==> src/rtl/huffman_merge_writer.sv <==
// Write-back end of the Huffman two-minimum path: merges a selected pair into the min1 slot and clears min2.
// Sum write lands 1 cycle after transfer, the clear 2 cycles after; in_ready is low for the 2 write cycles.
module huffman_merge_writer #(
   parameter int W  = 11,
   parameter int AW = 8,
   parameter int CW = 9
) (
   input  logic          clk,
   input  logic          rst_n,
   input  logic          start,
   input  logic [CW-1:0] num_active,
   input  logic          in_valid,
   output logic          in_ready,
   input  logic [W-1:0]  min1,
   input  logic [W-1:0]  min2,
   input  logic [AW-1:0] min1_addr,
   input  logic [AW-1:0] min2_addr,
   output logic          wmem_en,
   output logic [AW-1:0] wmem_addr,
   output logic [W-1:0]  wmem_data,
   output logic          link_valid,
   output logic [AW-1:0] link_left,
   output logic [AW-1:0] link_right,
   output logic [W-1:0]  link_sum,
   output logic          busy,
   output logic          done,
   output logic          ovf,
   output logic          err
);

   typedef enum logic [2:0] {IDLE, WAIT, WR_SUM, WR_CLR, DONE} state_t;

   state_t        state, state_nx;
   logic [CW-1:0] remaining;
   logic [CW-1:0] rem_dec;
   logic [AW-1:0] left_q, right_q;
   logic [W-1:0]  sum_q;
   logic          ovf_q, err_q;

   logic          xfer;
   logic          illegal;
   logic          build_ok;
   logic [W:0]    sum_full;

   assign xfer     = in_valid && (state == WAIT);
   assign illegal  = (min1 == '0) || (min2 == '0) || (min1_addr == min2_addr);
   assign build_ok = (num_active >= CW'(2));
   assign sum_full = {1'b0, min1} + {1'b0, min2};
   assign rem_dec  = remaining - CW'(1);

   always_ff @(posedge clk or negedge rst_n) begin
      if (!rst_n) state <= IDLE;
      else        state <= state_nx;
   end

   always_comb begin
      state_nx = state;
      case (state)
         IDLE:    if (start) state_nx = build_ok ? WAIT : DONE;
         WAIT:    if (xfer && !illegal) state_nx = WR_SUM;
         WR_SUM:  state_nx = WR_CLR;
         WR_CLR:  state_nx = (rem_dec == CW'(1)) ? DONE : WAIT;
         DONE:    state_nx = IDLE;
         default: state_nx = IDLE;
      endcase
   end

   // Dropped pairs only flag err; nothing is latched so a pending merge is never disturbed.
   always_ff @(posedge clk or negedge rst_n) begin
      if (!rst_n) begin
         remaining <= '0;
         left_q    <= '0;
         right_q   <= '0;
         sum_q     <= '0;
         ovf_q     <= 1'b0;
         err_q     <= 1'b0;
      end else begin
         if (state == IDLE && start && build_ok) begin
            remaining <= num_active;
            ovf_q     <= 1'b0;
            err_q     <= 1'b0;
         end
         if (xfer) begin
            if (illegal) begin
               err_q <= 1'b1;
            end else begin
               left_q  <= min1_addr;
               right_q <= min2_addr;
               sum_q   <= sum_full[W] ? {W{1'b1}} : sum_full[W-1:0];
               if (sum_full[W]) ovf_q <= 1'b1;
            end
         end
         if (state == WR_CLR) remaining <= rem_dec;
      end
   end

   assign in_ready   = (state == WAIT);
   assign busy       = (state != IDLE);
   assign done       = (state == DONE);
   assign wmem_en    = (state == WR_SUM) || (state == WR_CLR);
   assign wmem_addr  = (state == WR_SUM) ? left_q : (state == WR_CLR) ? right_q : '0;
   assign wmem_data  = (state == WR_SUM) ? sum_q : '0;
   assign link_valid = (state == WR_SUM);
   assign link_left  = (state == WR_SUM) ? left_q : '0;
   assign link_right = (state == WR_SUM) ? right_q : '0;
   assign link_sum   = (state == WR_SUM) ? sum_q : '0;
   assign ovf        = ovf_q;
   assign err        = err_q;

endmodule

==> config.mk <==
export PLATFORM = sky130hd
export DESIGN_NAME = huffman_merge_writer
export DESIGN_NICKNAME = d
export VERILOG_FILES = /design/src/rtl/huffman_merge_writer.sv
export SDC_FILE = /design/constraint.sdc
export NUM_CORES = 1
export LEC_CHECK = 0
export ABC_AREA = 1
export CAP_MARGIN = 20
export CORE_ASPECT_RATIO = 0.8
export CORE_MARGIN = 4
export CORE_UTILIZATION = 35
export CTS_CLUSTER_SIZE = 8
export DETAILED_ROUTE_END_ITERATION = 10
export MAX_ROUTING_LAYER = met4
export PLACE_DENSITY = 0.71
export SETUP_SLACK_MARGIN = 0.1
export SYNTH_ARGS = -nofsm -noshare
export SYNTH_HDL_FRONTEND = slang
export SYNTH_SLANG_ARGS = --single-unit
==> constraint.sdc <==
create_clock -name clk -period 1.6 [get_ports clk]
set_clock_uncertainty 0.05 [all_clocks]
set_input_delay 0.32 -clock clk [delete_from_list [all_inputs] [get_ports clk]]
set_output_delay 0.32 -clock clk [all_outputs]
set_load 0.02 [all_outputs]
==> results of run 1 <==
cells in the final DEF (no fill, tap or decap), types with 3 or more instances in the layout:
cell / synthesis / final
buf_4: 12 / 86
nand2_1: 107 / 74
inv_1: 60 / 49
buf_6: 3 / 44
dfrtp_1: 41 / 41
nor2_1: 70 / 32
nor2_2: 8 / 29
o21ai_2: 3 / 27
nand2_2: 1 / 23
dlygate4sd2_1: 0 / 19
nor2_4: 0 / 17
dlymetal6s2s_1: 0 / 16
ha_4: 0 / 12
inv_2: 5 / 11
nand2_4: 0 / 11
nand3_1: 19 / 10
o21ai_1: 27 / 10
nand3_2: 3 / 9
xnor2_1: 10 / 9
clkbuf_2: 0 / 8
buf_12: 0 / 8
clkbuf_8: 0 / 6
nand4_1: 5 / 5
clkdlybuf4s50_1: 0 / 5
inv_4: 1 / 4
o22ai_2: 0 / 4
o22ai_4: 0 / 4
a21oi_4: 0 / 4
a21oi_2: 1 / 4
xor2_1: 4 / 4
nand3_4: 0 / 3
nor3_4: 1 / 3
o21ai_0: 10 / 3
clkdlybuf4s15_1: 0 / 3
how the worst max path moves through the flow:
stage               depth (start not counted)               endpoint                  from  slack [ns]
floorplan                                   6           wmem_data[1]  state[1]$_DFFE_PN0P_       -0.07
global placement                           10  sum_q[10]$_DFFE_PN0P_               min1[8]       -0.61
global route                                6          link_right[2]  state[1]$_DFFE_PN0P_       -0.31
finish                                      6          link_right[2]  state[1]$_DFFE_PN0P_       -0.25
CTS                                         5           wmem_addr[2]  state[2]$_DFFE_PN0P_       -0.25
detailed placement                         10  sum_q[10]$_DFFE_PN0P_               min1[8]       -0.63
stage by stage:
step / hold WS [ns] / setup WS [ns] / total power, mW / util (%) / instances
finish: 0.240 / -0.254 / 8.68 / 69.7 / 742
global route: 0.244 / -0.306 / 9.25 / 69.7 / 742
CTS: 0.438 / -0.249 / 7.73 / 62.7 / 726
detailed placement: 0.233 / -0.634 / 6.37 / 58.0 / 703
global placement: 0.235 / -0.607 / 6.28 / 58.0 / 703
floorplan: -0.0256 / -0.0720 / 4.65 / - / 445
cells by family after synthesis:
family,Yosys count
buf+inv,87
simple gates,222
compound gates,67
fa+ha+maj,14
xor+xnor,14
flops,41
where the power goes:
group / switching (mW) / internal, mW / total, mW
sequential: 0.286 / 1.52 / 1.81
clock: 0.387 / 0.508 / 0.895
combinational: 3.19 / 2.79 / 5.98
total: 3.87 / 4.82 / 8.68
timing repair:
action / in CTS / in global routing
gates cloned: 3 / 2
pin swaps: 26 / 46
setup endpoints to repair: 94 / 92
hold endpoints to repair: 17 / 0
setup buffers: 11 / 18
hold buffers: 1 / 0
resized for setup: 351 / 163
flip-flops by register name, summed over array words and instances (netlist names):
| signal | flops |
|---|---|
| err | 1 |
| left_q | 8 |
| ovf | 1 |
| remaining | 9 |
| right_q | 8 |
| state | 3 |
| sum_q | 11 |
cells in the mapped netlist, types with 2 or more instances:
library cell    n
buf_6           3
a21oi_1         9
dfrtp_1        41
o21ai_2         3
buf_4          12
ha_1           13
nor2_2          8
xor2_1          4
inv_2           5
o21ai_1        27
o21ai_0        10
inv_1          60
nor2_1         70
nor3_1          2
a211oi_2        2
xnor2_1        10
nor2_8          2
o211ai_2        2
nand2_1       107
buf_2           2
nand3_1        19
o22ai_1         8
clkbuf_1        3
nand4_1         5
nand3_2         3
critical path, stage by stage (launching register included):
cell and delay (ns):
dfrtp_1 0.39, inv_2 0.06, nor2_4 0.17, nand2_4 0.10
buf_12 0.18, nor2_2 0.12, buf_4 0.15
cell type report:
class	count	area share (%)
Inverter	67	4.85
Tap cell	112	2.35
Sequential cell	41	17.2
Multi-Input combinational cell	317	41.5
Clock buffer	6	1.38
Antenna cell	2	0.0839
Clock inverter	2	0.629
Timing Repair Buffer	195	32.0
per-layer routing:
| metal | share of wire [%] | up-vias |
|---|---|---|
| met5 | 0 | - |
| met4 | 0.66 | 0 |
| met3 | 5.2 | 6 |
| met2 | 48 | 96 |
| met1 | 46 | 1703 |
| li1 | - | 1770 |
==> results summary, run 1 <==
The synthesized area per cell is 6.99 um2. The area growth from synthesis to layout is 91.7%. The number of max-slew violations in the final report is 0. The length in cells of the worst reg-to-reg path is 8.

The DRC violation count after routing came out at 0. Summing every instance area after synthesis gives 3110 um2. The share of synthesized area in the top cell type comes to 33.0%. STA classifies the critical path startpoint as a flop.

The fraction of final layout cells sized beyond drive strength 1 is 53.5%. The largest family of logic cells by synthesized area is simple AND/OR/NAND/NOR gates. The worst hold path terminates at left_q[1]$_DFFE_PN0P_. Across the VDD grid, the largest voltage drop is 0.729 mV.

The worst slew slack as a fraction of its limit is 70.9%. TritonCTS built the clock tree. Across all register-to-register paths, the minimum setup slack is -0.08 ns. The unique cell type count in the Yosys netlist came out at 40. The TritonCTS buffer count came out at 5.

dfrtp_1 takes more of the synthesized area than any other cell. The final hold violation count came out at 0. The final critical delay including setup and external delays is 1.85 ns. For this design the top-level I/O count stands at 104. The fraction of synthesized area in multiplexers came out at 0%. Setup repair after global routing could not meet its margin everywhere. After routing the design area is 5960 um2. By area the synthesized netlist is led by dfrtp_1 33%, nand2_1 13%, nor2_1 8.4%.

The core area came out at 8560 um2. For this run, the total global-route usage over all layers was measured as 20.3%. The worst setup path is of the reg -> out kind. Along the worst path, the maximum fanout reaches 24. In this run the worst hold path is classified as in -> reg. Setup violations remaining at the end of the flow were counted as 77.

The synthesized flop and latch total is 41. Derived from the worst setup path, the maximum achievable clock frequency is 0.539 GHz. The synthesized-area fraction occupied by ao, oa, aoi and oai cells is 13.0%. The site row count came out at 30. The number of max-capacitance violations reported came out at 0. The synthesized-area fraction occupied by adder cells came out at 5.87%. After detailed routing, the average wire length per cell comes to 14.6 um. The number of antenna violations at the first check in global routing came out at 2. The final global-route overflow total is 0. The die extent in x is 113 um. The congestion estimate from routability-driven global placement came to 0.920. The height of the chip is 92.3 um. Entering global routing, the biggest net connects 25 pins.

The async set-or-reset flop fraction in the synthesized netlist is 100%. The first-pass detailed-route iteration total came out at 4. The overall die area is 10500 um2. The checks that failed: negative setup slack.

The met2 capacity usage during global routing came out at 32.0%. In this run, synthesis inferred 0 flip-flops with an integrated enable. Synthesis handed over a netlist of 445 instances. The power per unit of standard cell area is 1460 nW/um2. Summing the areas of all and, or, nand and nor instances in the mapped netlist gives 31.2% of the synthesized area. The placed instances occupy a cell area of 4960 um2. The count of warnings emitted by yosys is 0.

In this run the critical register-to-register path is launched from state[2]$_DFFE_PN0P_. The wire length of the first global-routing pass is 16900 um. The cell leakage power is 2.95 nW.

The total number of vias came out at 3575. The final worst-path cycle share came out at 116%. Among all flip-flop cells after synthesis, the most frequent one is dfrtp_1. The area share of xor/xnor cells in the synthesized design came out at 3.94%. The maximum buffer depth of the clock tree is 2. The global-route track usage on met1 came out at 27.0%. Global routing consumed, on the met3 layer, 4.31% of the routing resources.

The via count of the first global-routing pass came out at 3629. The area used by sequential logic in the layout came out at 1030 um2. The insertion delay of the later-clocked pin in the worst-skew pair came out at 0.29 ns. Once detail routing completed, the nets flagged for antenna violations numbered 0. At the worst endpoint, the required time is 1.23 ns.

The wire length after detailed routing is 10900 um. The clock slew at the register clock pins of the worst setup and hold paths came out at 0.09 ns. The slew at the pin closest to its max-slew limit is 0.436 ns. Dividing the detail-routed via count by the number of cells gives 4.82. After global routing, the most crowded layer is met2. The smallest setup slack after layout is -0.254 ns.

For this design, the sink count on the clock tree is 41. The run finished, with violations left. The violation count after the first detailed-routing iteration is 128. The startpoint identified for the worst hold timing path is min1_addr[1]. The destination of the worst register-to-register timing path is err$_DFF_PN0_. Summing the sequential cell areas from Yosys gives 33.0% of the chip area. STA classifies the critical path endpoint as a primary output. The tree is rooted in a clkbuf_8. Counting instances, the worst hold path has a depth of 3. The quantity of I/O buffers inserted on ports is 103. Summing all multi-input logic gate instances after layout gives 2480 um2.

The filler cells instantiated in the layout total 625. Detailed placement finished with a half-perimeter wire length of 7660 um. The arrival time reported for the critical path endpoint came out at 1.48 ns. The initial utilization of the core area, before any placement, comes to 36.4%. The summed negative setup slack over all endpoints came out at -11.84 ns.

The count of H-tree levels built during CTS came out at 2. The net total in the final layout is 692. The number of nets in the synthesized netlist is 510.
No activity file was read; power rests on OpenSTA's default activity.
==> inputs of run 2 (changes only) <==
--- a/config.mk
+++ b/config.mk
@@ -7,13 +7,16 @@
 export LEC_CHECK = 0
 export ABC_AREA = 1
 export CAP_MARGIN = 20
+export CELL_PAD_IN_SITES_DETAIL_PLACEMENT = 1
+export CELL_PAD_IN_SITES_GLOBAL_PLACEMENT = 2
 export CORE_ASPECT_RATIO = 0.8
-export CORE_MARGIN = 4
-export CORE_UTILIZATION = 35
+export CORE_MARGIN = 1
+export CORE_UTILIZATION = 23
+export CTS_BUF_LIST = sky130_fd_sc_hd__clkbuf_2
 export CTS_CLUSTER_SIZE = 8
 export DETAILED_ROUTE_END_ITERATION = 10
 export MAX_ROUTING_LAYER = met4
-export PLACE_DENSITY = 0.71
+export PLACE_DENSITY = 0.84
 export SETUP_SLACK_MARGIN = 0.1
 export SYNTH_ARGS = -nofsm -noshare
 export SYNTH_HDL_FRONTEND = slang
==> results summary, run 2 (synthesis results as in run 1) <==
The final global-route overflow total came out at 0. The met3 track demand over resource in global routing is 3.48%. The violation count after the first detailed-routing iteration came out at 112.

In this run the remaining antenna-violating nets after routing total 0. The worst path uses 129% of the clock period. Subtracting the final worst setup slack from the clock period gives 2.07 ns.

In this run the worst setup path terminates at wmem_addr[3]. The global-route track usage on met1 came out at 21.5%. The first-pass detailed-route iteration total is 4.

The highest clock rate came out at 0.484 GHz. In this run the worst setup path begins at state[1]$_DFFE_PN0P_. The final hold violation count is 0. Input and output buffers added on the ports amount to 103. The cell leakage power came out at 2.75 nW.

The wire length of the first global-routing pass is 18800 um. Once routing completed, OpenROAD measured the worst setup slack at -0.467 ns. The tightest min-delay check is of the in -> reg type. The largest voltage drop on the vdd net is 0.619 mV. The site row count is 37. For this configuration, the core starts out at a cell density of 23.9%. The critical path is of the reg -> out type. The TritonCTS buffer count is 5.

The area growth from synthesis to layout came out at 87.4%. The fraction of final layout cells sized beyond drive strength 1 came out at 46.1%. The length in cells of the worst reg-to-reg path is 10. The worst setup path is captured at a primary output. The maximum buffer depth of the clock tree is 2. The number of antenna violations at the first check in global routing is 0. Using the TritonRoute via totals, the vias-per-cell ratio works out to 4.39.

For this run, global-route usage on met2 was measured as 28.8%. The worst setup path is launched from a flop. The via count of the first global-routing pass is 3956. The root buffer cell chosen for the clock tree is clkbuf_2. The height of the chip came out at 106 um. The top-level I/O count is 104. The worst hold path begins at min1[0].

The number of max-slew violations in the final report was 0. The required time at the endpoint of the critical path came out at 1.23 ns. The power after layout came out at 8.51 mW. The final reports fail on negative setup slack. The endpoint identified for the worst register-to-register timing path is remaining[2]$_DFFE_PN0P_. The worst pin sits at a relative slew slack of 76.9%. The power per unit of standard cell area came out at 1460 nW/um2.

The number of sinks on the clock net is 41. The number of flip-flops in the largest register came out at 11. TritonCTS built the clock tree. The flow ran to the end, but the final reports show violations. The slew at the pin closest to its max-slew limit came out at 0.344 ns. The count of endpoints failing setup in the final report is 92. The most used routing layer is met2. The combined global-route utilization of all metal layers came out at 17.3%. The post-detailed-placement half-perimeter wirelength came out at 8790 um. Max-cap violations in this run came to 0. The net total in the final layout is 698.

The DRC violation count after routing is 0. In this run the critical register-to-register path is launched from state[2]$_DFFE_PN0P_. The clock slew at the register clock pins of the worst setup and hold paths is 0.23 ns.

Setup repair after global routing could not meet its margin everywhere. At the end of routability-driven placement, the weighted congestion stood at 0.834. The count of H-tree levels built during CTS came out at 2.

Final hold analysis gives a worst-case slack of 0.268 ns. The maximum fanout count along the critical path came out at 8. The register with the most flip-flops is sum_q. Setup slack on the worst reg-to-reg path comes out at -0.32 ns. Along the worst hold path, the cell count comes to 4. The floorplan step defined a die boundary enclosing 14000 um2. In the layout the commonest cells are 97 x buf_4, 86 x nand2_1, 52 x inv_1, 47 x clkdlybuf4s50_1, 43 x nor2_1. The die extent in x came out at 132 um. The total number of vias came out at 3547. The mean routed wirelength per cell is 14.8 um. The insertion delay of the later-clocked pin in the worst-skew pair came out at 0.44 ns. The arrival time reported for the critical path endpoint is 1.70 ns. The leading cell type in the layout, fill and taps excluded is buf_4. The region available for standard cell placement spans 13000 um2. Entering global routing, the biggest net connects 42 pins. The wire length after detailed routing came out at 12000 um. The repair_antennas step left the layout with diodes totalling 0. The largest registers in the layout are sum_q x11, remaining x9. The filler cell count in the final layout is 1531.
## run 2: cell count changes in the layout (fill, tap and decap cells not counted), moves of 12 or more
cell	delta
clkdlybuf4s50_1	+42
nor2_2	-14
dlygate4sd2_1	-19
dlymetal6s2s_1	-14
nand2_1	+12
## run 2: how the worst min path moves through the flow
| stage | to | slack (ns) |
|---|---|---|
| after CTS | left_q[6]$_DFFE_PN0P_ | 0.29 |
| after floorplan | err$_DFF_PN0_ | -0.03 |
| after global routing | sum_q[1]$_DFFE_PN0P_ | 0.26 |
| after detailed placement | left_q[6]$_DFFE_PN0P_ | 0.27 |
| after global placement | left_q[6]$_DFFE_PN0P_ | 0.26 |
| final | sum_q[0]$_DFFE_PN0P_ | 0.27 |
## run 2: worst max-delay path: stages (launching register included)
cell,delay [ns]
dfrtp_1,0.44
inv_2,0.07
nor2_4,0.16
nand2_2,0.11
buf_12,0.17
o22ai_2,0.16
buf_6,0.14
## run 2: final cells by class
class | instances | area, um2 | share of cell area [%]
Clock buffer | 5 | 25.0 | 0.429
Clock inverter | 2 | 35.0 | 0.601
Sequential cell | 41 | 1030 | 17.6
Tap cell | 175 | 219 | 3.76
Timing Repair Buffer | 201 | 1960 | 33.6
Multi-Input combinational cell | 317 | 2280 | 39.1
Inverter | 67 | 282 | 4.83
## run 2: metal layers
layer  up-vias  share of wire [%]
met5         -                  0
met4         0                1.4
met3        16                4.0
met2        81                 48
met1      1678                 47
li1       1772                  -
## run 2: power by group
group          leakage, nW  internal, mW  switching, mW
Combinational         2.21          2.81           3.24
Sequential           0.499          1.52          0.295
Clock               0.0388         0.253          0.385
Total                 2.75          4.58           3.92
## run 2: repair_timing
| action | in CTS | in global routing |
|---|---|---|
| setup buffers | 16 | 13 |
| endpoints found under the setup margin | 94 | 93 |
| hold buffers | 1 | 0 |
| pin swaps | 10 | 26 |
| gates resized for setup | 331 | 78 |
| gates cloned | 4 | 1 |
| hold endpoints to repair | 41 | 0 |
## run 2: through the flow
step | util, % | std cells | setup WS, ns | setup TNS, ns | area [um2]
floorplan | - | 445 | -0.0720 | -1.36 | 3440
global placement | 39.0 | 770 | -0.585 | -32.22 | 5070
detailed placement | 39.0 | 770 | -0.637 | -33.97 | 5070
CTS | 42.1 | 797 | -0.419 | -27.38 | 5480
global route | 44.8 | 808 | -0.533 | -35.45 | 5830
finish | 44.8 | 808 | -0.467 | -28.73 | 5830
==> inputs of run 3 (changes only) <==
--- a/config.mk
+++ b/config.mk
@@ -7,13 +7,12 @@
 export LEC_CHECK = 0
 export ABC_AREA = 1
 export CAP_MARGIN = 20
-export CELL_PAD_IN_SITES_DETAIL_PLACEMENT = 1
-export CELL_PAD_IN_SITES_GLOBAL_PLACEMENT = 2
+export CELL_PAD_IN_SITES_DETAIL_PLACEMENT = 0
+export CELL_PAD_IN_SITES_GLOBAL_PLACEMENT = 1
 export CORE_ASPECT_RATIO = 0.8
 export CORE_MARGIN = 1
-export CORE_UTILIZATION = 23
+export CORE_UTILIZATION = 30
 export CTS_BUF_LIST = sky130_fd_sc_hd__clkbuf_2
-export CTS_CLUSTER_SIZE = 8
 export DETAILED_ROUTE_END_ITERATION = 10
 export MAX_ROUTING_LAYER = met4
 export PLACE_DENSITY = 0.84
==> results summary, run 3 (synthesis results as in run 1) <==
The first TritonRoute pass finished after 4 iterations. The overall die area came out at 10800 um2. For the worst setup path, the data arrival time is 1.62 ns. Combinational logic is responsible for 71.8% of the overall power.

The worst setup path is launched from a flop. The maximum buffer depth of the clock tree came out at 2. The leading cell type in the layout, fill and taps excluded is buf_4. The quantity of I/O buffers inserted on ports came out at 103. The number of antenna violations at the first check in global routing is 0. The height of the chip came out at 93.1 um.

The slowest stage cell on the critical path is dfrtp_1. Measured on the finished design, the core utilization comes to 57.7%. The total area of multi-input combinational cells is 2260 um2. The area growth from synthesis to layout is 82.6%. For this run the aggregate overflow at the end of global routing stands at 0. Walking the worst path, the cells encountered are inv_2 > nor2_4 > nand2_4 > buf_12 > nor2_4 > buf_4. Once the floorplan was initialized, standard cells occupied 31.6% of the core. The DRC violation count after routing came out at 0. The post-detailed-placement half-perimeter wirelength came out at 7230 um.

In the routed layout, each cell is associated on average with a via count of 4.52. The number of flip-flops in the largest register came out at 11. At the worst endpoint, the required time is 1.23 ns.

The path class of the tightest hold or removal check is in -> reg. The cell leakage power is 2.75 nW. After layout, the worst path uses 125% of the clock period. The clock network power share came out at 5.8%. In this run the count of I/O pins placed on the die edge is 104.

The placer's final routability congestion estimate came out at 0.886. The fraction of power spent switching nets came out at 45.9%. For the pin with the worst max-slew slack, the measured transition is 0.555 ns. The wire length of the first global-routing pass is 15900 um.

The sequential cell fraction of total power is 22.3%. The TritonCTS buffer count came out at 5. The highest clock rate is 0.502 GHz. Setup repair after global routing could not meet its margin everywhere.

The routed layout has 3455 vias. sum_q holds more flip-flops than any other register. The largest voltage drop on the vdd net is 0.816 mV. The number of antenna diodes in the final layout is 0.

Before CTS, the worst setup slack after placement is -0.598 ns. The maximum single-stage delay on the critical path came out at 0.43 ns. In the layout the commonest cells are 92 x buf_4, 78 x nand2_1, 53 x inv_1, 46 x nor2_1, 42 x clkdlybuf4s50_1. The worst setup path is captured at a primary output. In the final layout, the registers with the most flip-flops are sum_q x11, remaining x9. Counting every sink on the clock net gives 41. By instance count, the cell type seen most on the critical path is nor2_4. The detail route stage leaves a number of antenna-violating nets equal to 0. The internal portion of total power is 4.31 mW. The tree is rooted in a clkbuf_2. The power after layout is 7.97 mW. The core area came out at 9850 um2. Clock-pin slew was measured on the worst setup and hold paths at 0.22 ns. The first routing iteration left 106 violations.

The count of endpoints failing setup in the final report came out at 92. The smallest clock period supported by the final layout is computed as 1.99 ns. The die extent in x is 116 um. The combined global-route utilization of all metal layers is 19.2%. Row generation in the floorplan step produced 32 rows. The flow ran to the end, but the final reports show violations. The maximum fanout count along the critical path is 17. The area used by sequential logic in the layout is 1030 um2.

The worst pin sits at a relative slew slack of 63.0%. The number of max-capacitance violations reported is 0. Entering global routing, the biggest net connects 42 pins. The power per unit of standard cell area is 1400 nW/um2. The count of H-tree levels built during CTS came out at 2. TritonCTS built the clock tree. The number of max-slew violations in the final report is 0. For the worst-skew pair, the clock arrives at the later sink with an insertion delay of 0.40 ns. The via count of the first global-routing pass came out at 3452. The checks that failed: negative setup slack. The mean routed wirelength per cell is 13.0 um.

Setup slack on the critical path of the routed design comes to -0.393 ns. The final hold violation count is 0. The wire length after detailed routing is 9960 um.

In this run the power spent charging and discharging nets is 3.65 mW. The filler cell count in the final layout came out at 907. The final layout contains 692 nets. The fraction of final layout cells sized beyond drive strength 1 came out at 45.2%. By startpoint and endpoint, the worst setup path is classified as reg -> out.
## run 3: cell types whose count changed in the layout (fill, tap and decap cells not counted), sizes merged, moves of 2 or more
| cell | previous run | this run |
|---|---|---|
| buf | 150 | 144 |
| clkdlybuf4s50 | 47 | 42 |
| dlygate4sd2 | 0 | 3 |
| dlymetal6s2s | 2 | 4 |
## run 3: path summary, 6_finish.rpt
path	start	end	slack (ns)	depth (start not counted)
worst min register to register	sum_q[9]$_DFFE_PN0P_	sum_q[9]$_DFFE_PN0P_	0.46	2
min in group asynchronous	rst_n	left_q[7]$_DFFE_PN0P_	0.43	3
worst max-delay path	state[1]$_DFFE_PN0P_	link_sum[3]	-0.39	6
worst min-delay path	min1[0]	sum_q[0]$_DFFE_PN0P_	0.42	4
worst max register to register	state[2]$_DFFE_PN0P_	remaining[2]$_DFFE_PN0P_	-0.31	10
max in group asynchronous	rst_n	err$_DFF_PN0_	0.65	3
## run 3: critical path, delay by kind of cell, from the launching register on
kind                   cells  cell delay, ns
DFF                        1            0.43
buffers and inverters      3            0.39
and+or+nand+nor            3            0.39
## run 3: final cells by class
class                           count  share of cell area (%)
Multi-Input combinational cell    317                    39.8
Timing Repair Buffer              195                    33.6
Clock inverter                      2                   0.176
Inverter                           67                    4.87
Sequential cell                    41                    18.1
Clock buffer                        6                   0.529
Tap cell                          136                    2.99
## run 3: metal layers
metal / wire (um) / track usage, %
met1: 4840 / 26.7
met5: 0 / -
met3: 468 / 3.11
met2: 4580 / 30.0
met4: 69 / 2.99
## run 3: through the flow
stage / instance area (um2) / setup TNS, ns / cells / hold slack (ns)
finish: 5680 / -26.56 / 764 / 0.424
CTS: 5350 / -26.26 / 755 / 0.402
global route: 5680 / -31.83 / 764 / 0.402
global placement: 4970 / -31.79 / 725 / 0.375
floorplan: 3440 / -1.36 / 445 / -0.0256
detailed placement: 4970 / -32.47 / 725 / 0.382
## run 3: timing repair
action,in CTS,in global routing
setup buffers,17,15
hold buffers,1,0
gates cloned,4,1
setup endpoints to repair,93,93
hold endpoints to repair,41,0
resized for setup,313,97
pin swaps,9,16
## run 3: power by group through the flow
stage / Clock [mW] / Sequential (mW) / Combinational (mW)
2_1_floorplan: 0 / 1.76 / 2.89
3_3_place_gp: 0 / 1.77 / 4.48
3_5_place_dp: 0 / 1.79 / 4.55
4_1_cts: 0.477 / 1.76 / 5.25
5_1_grt: 0.518 / 1.84 / 6.15
6_report: 0.464 / 1.78 / 5.72
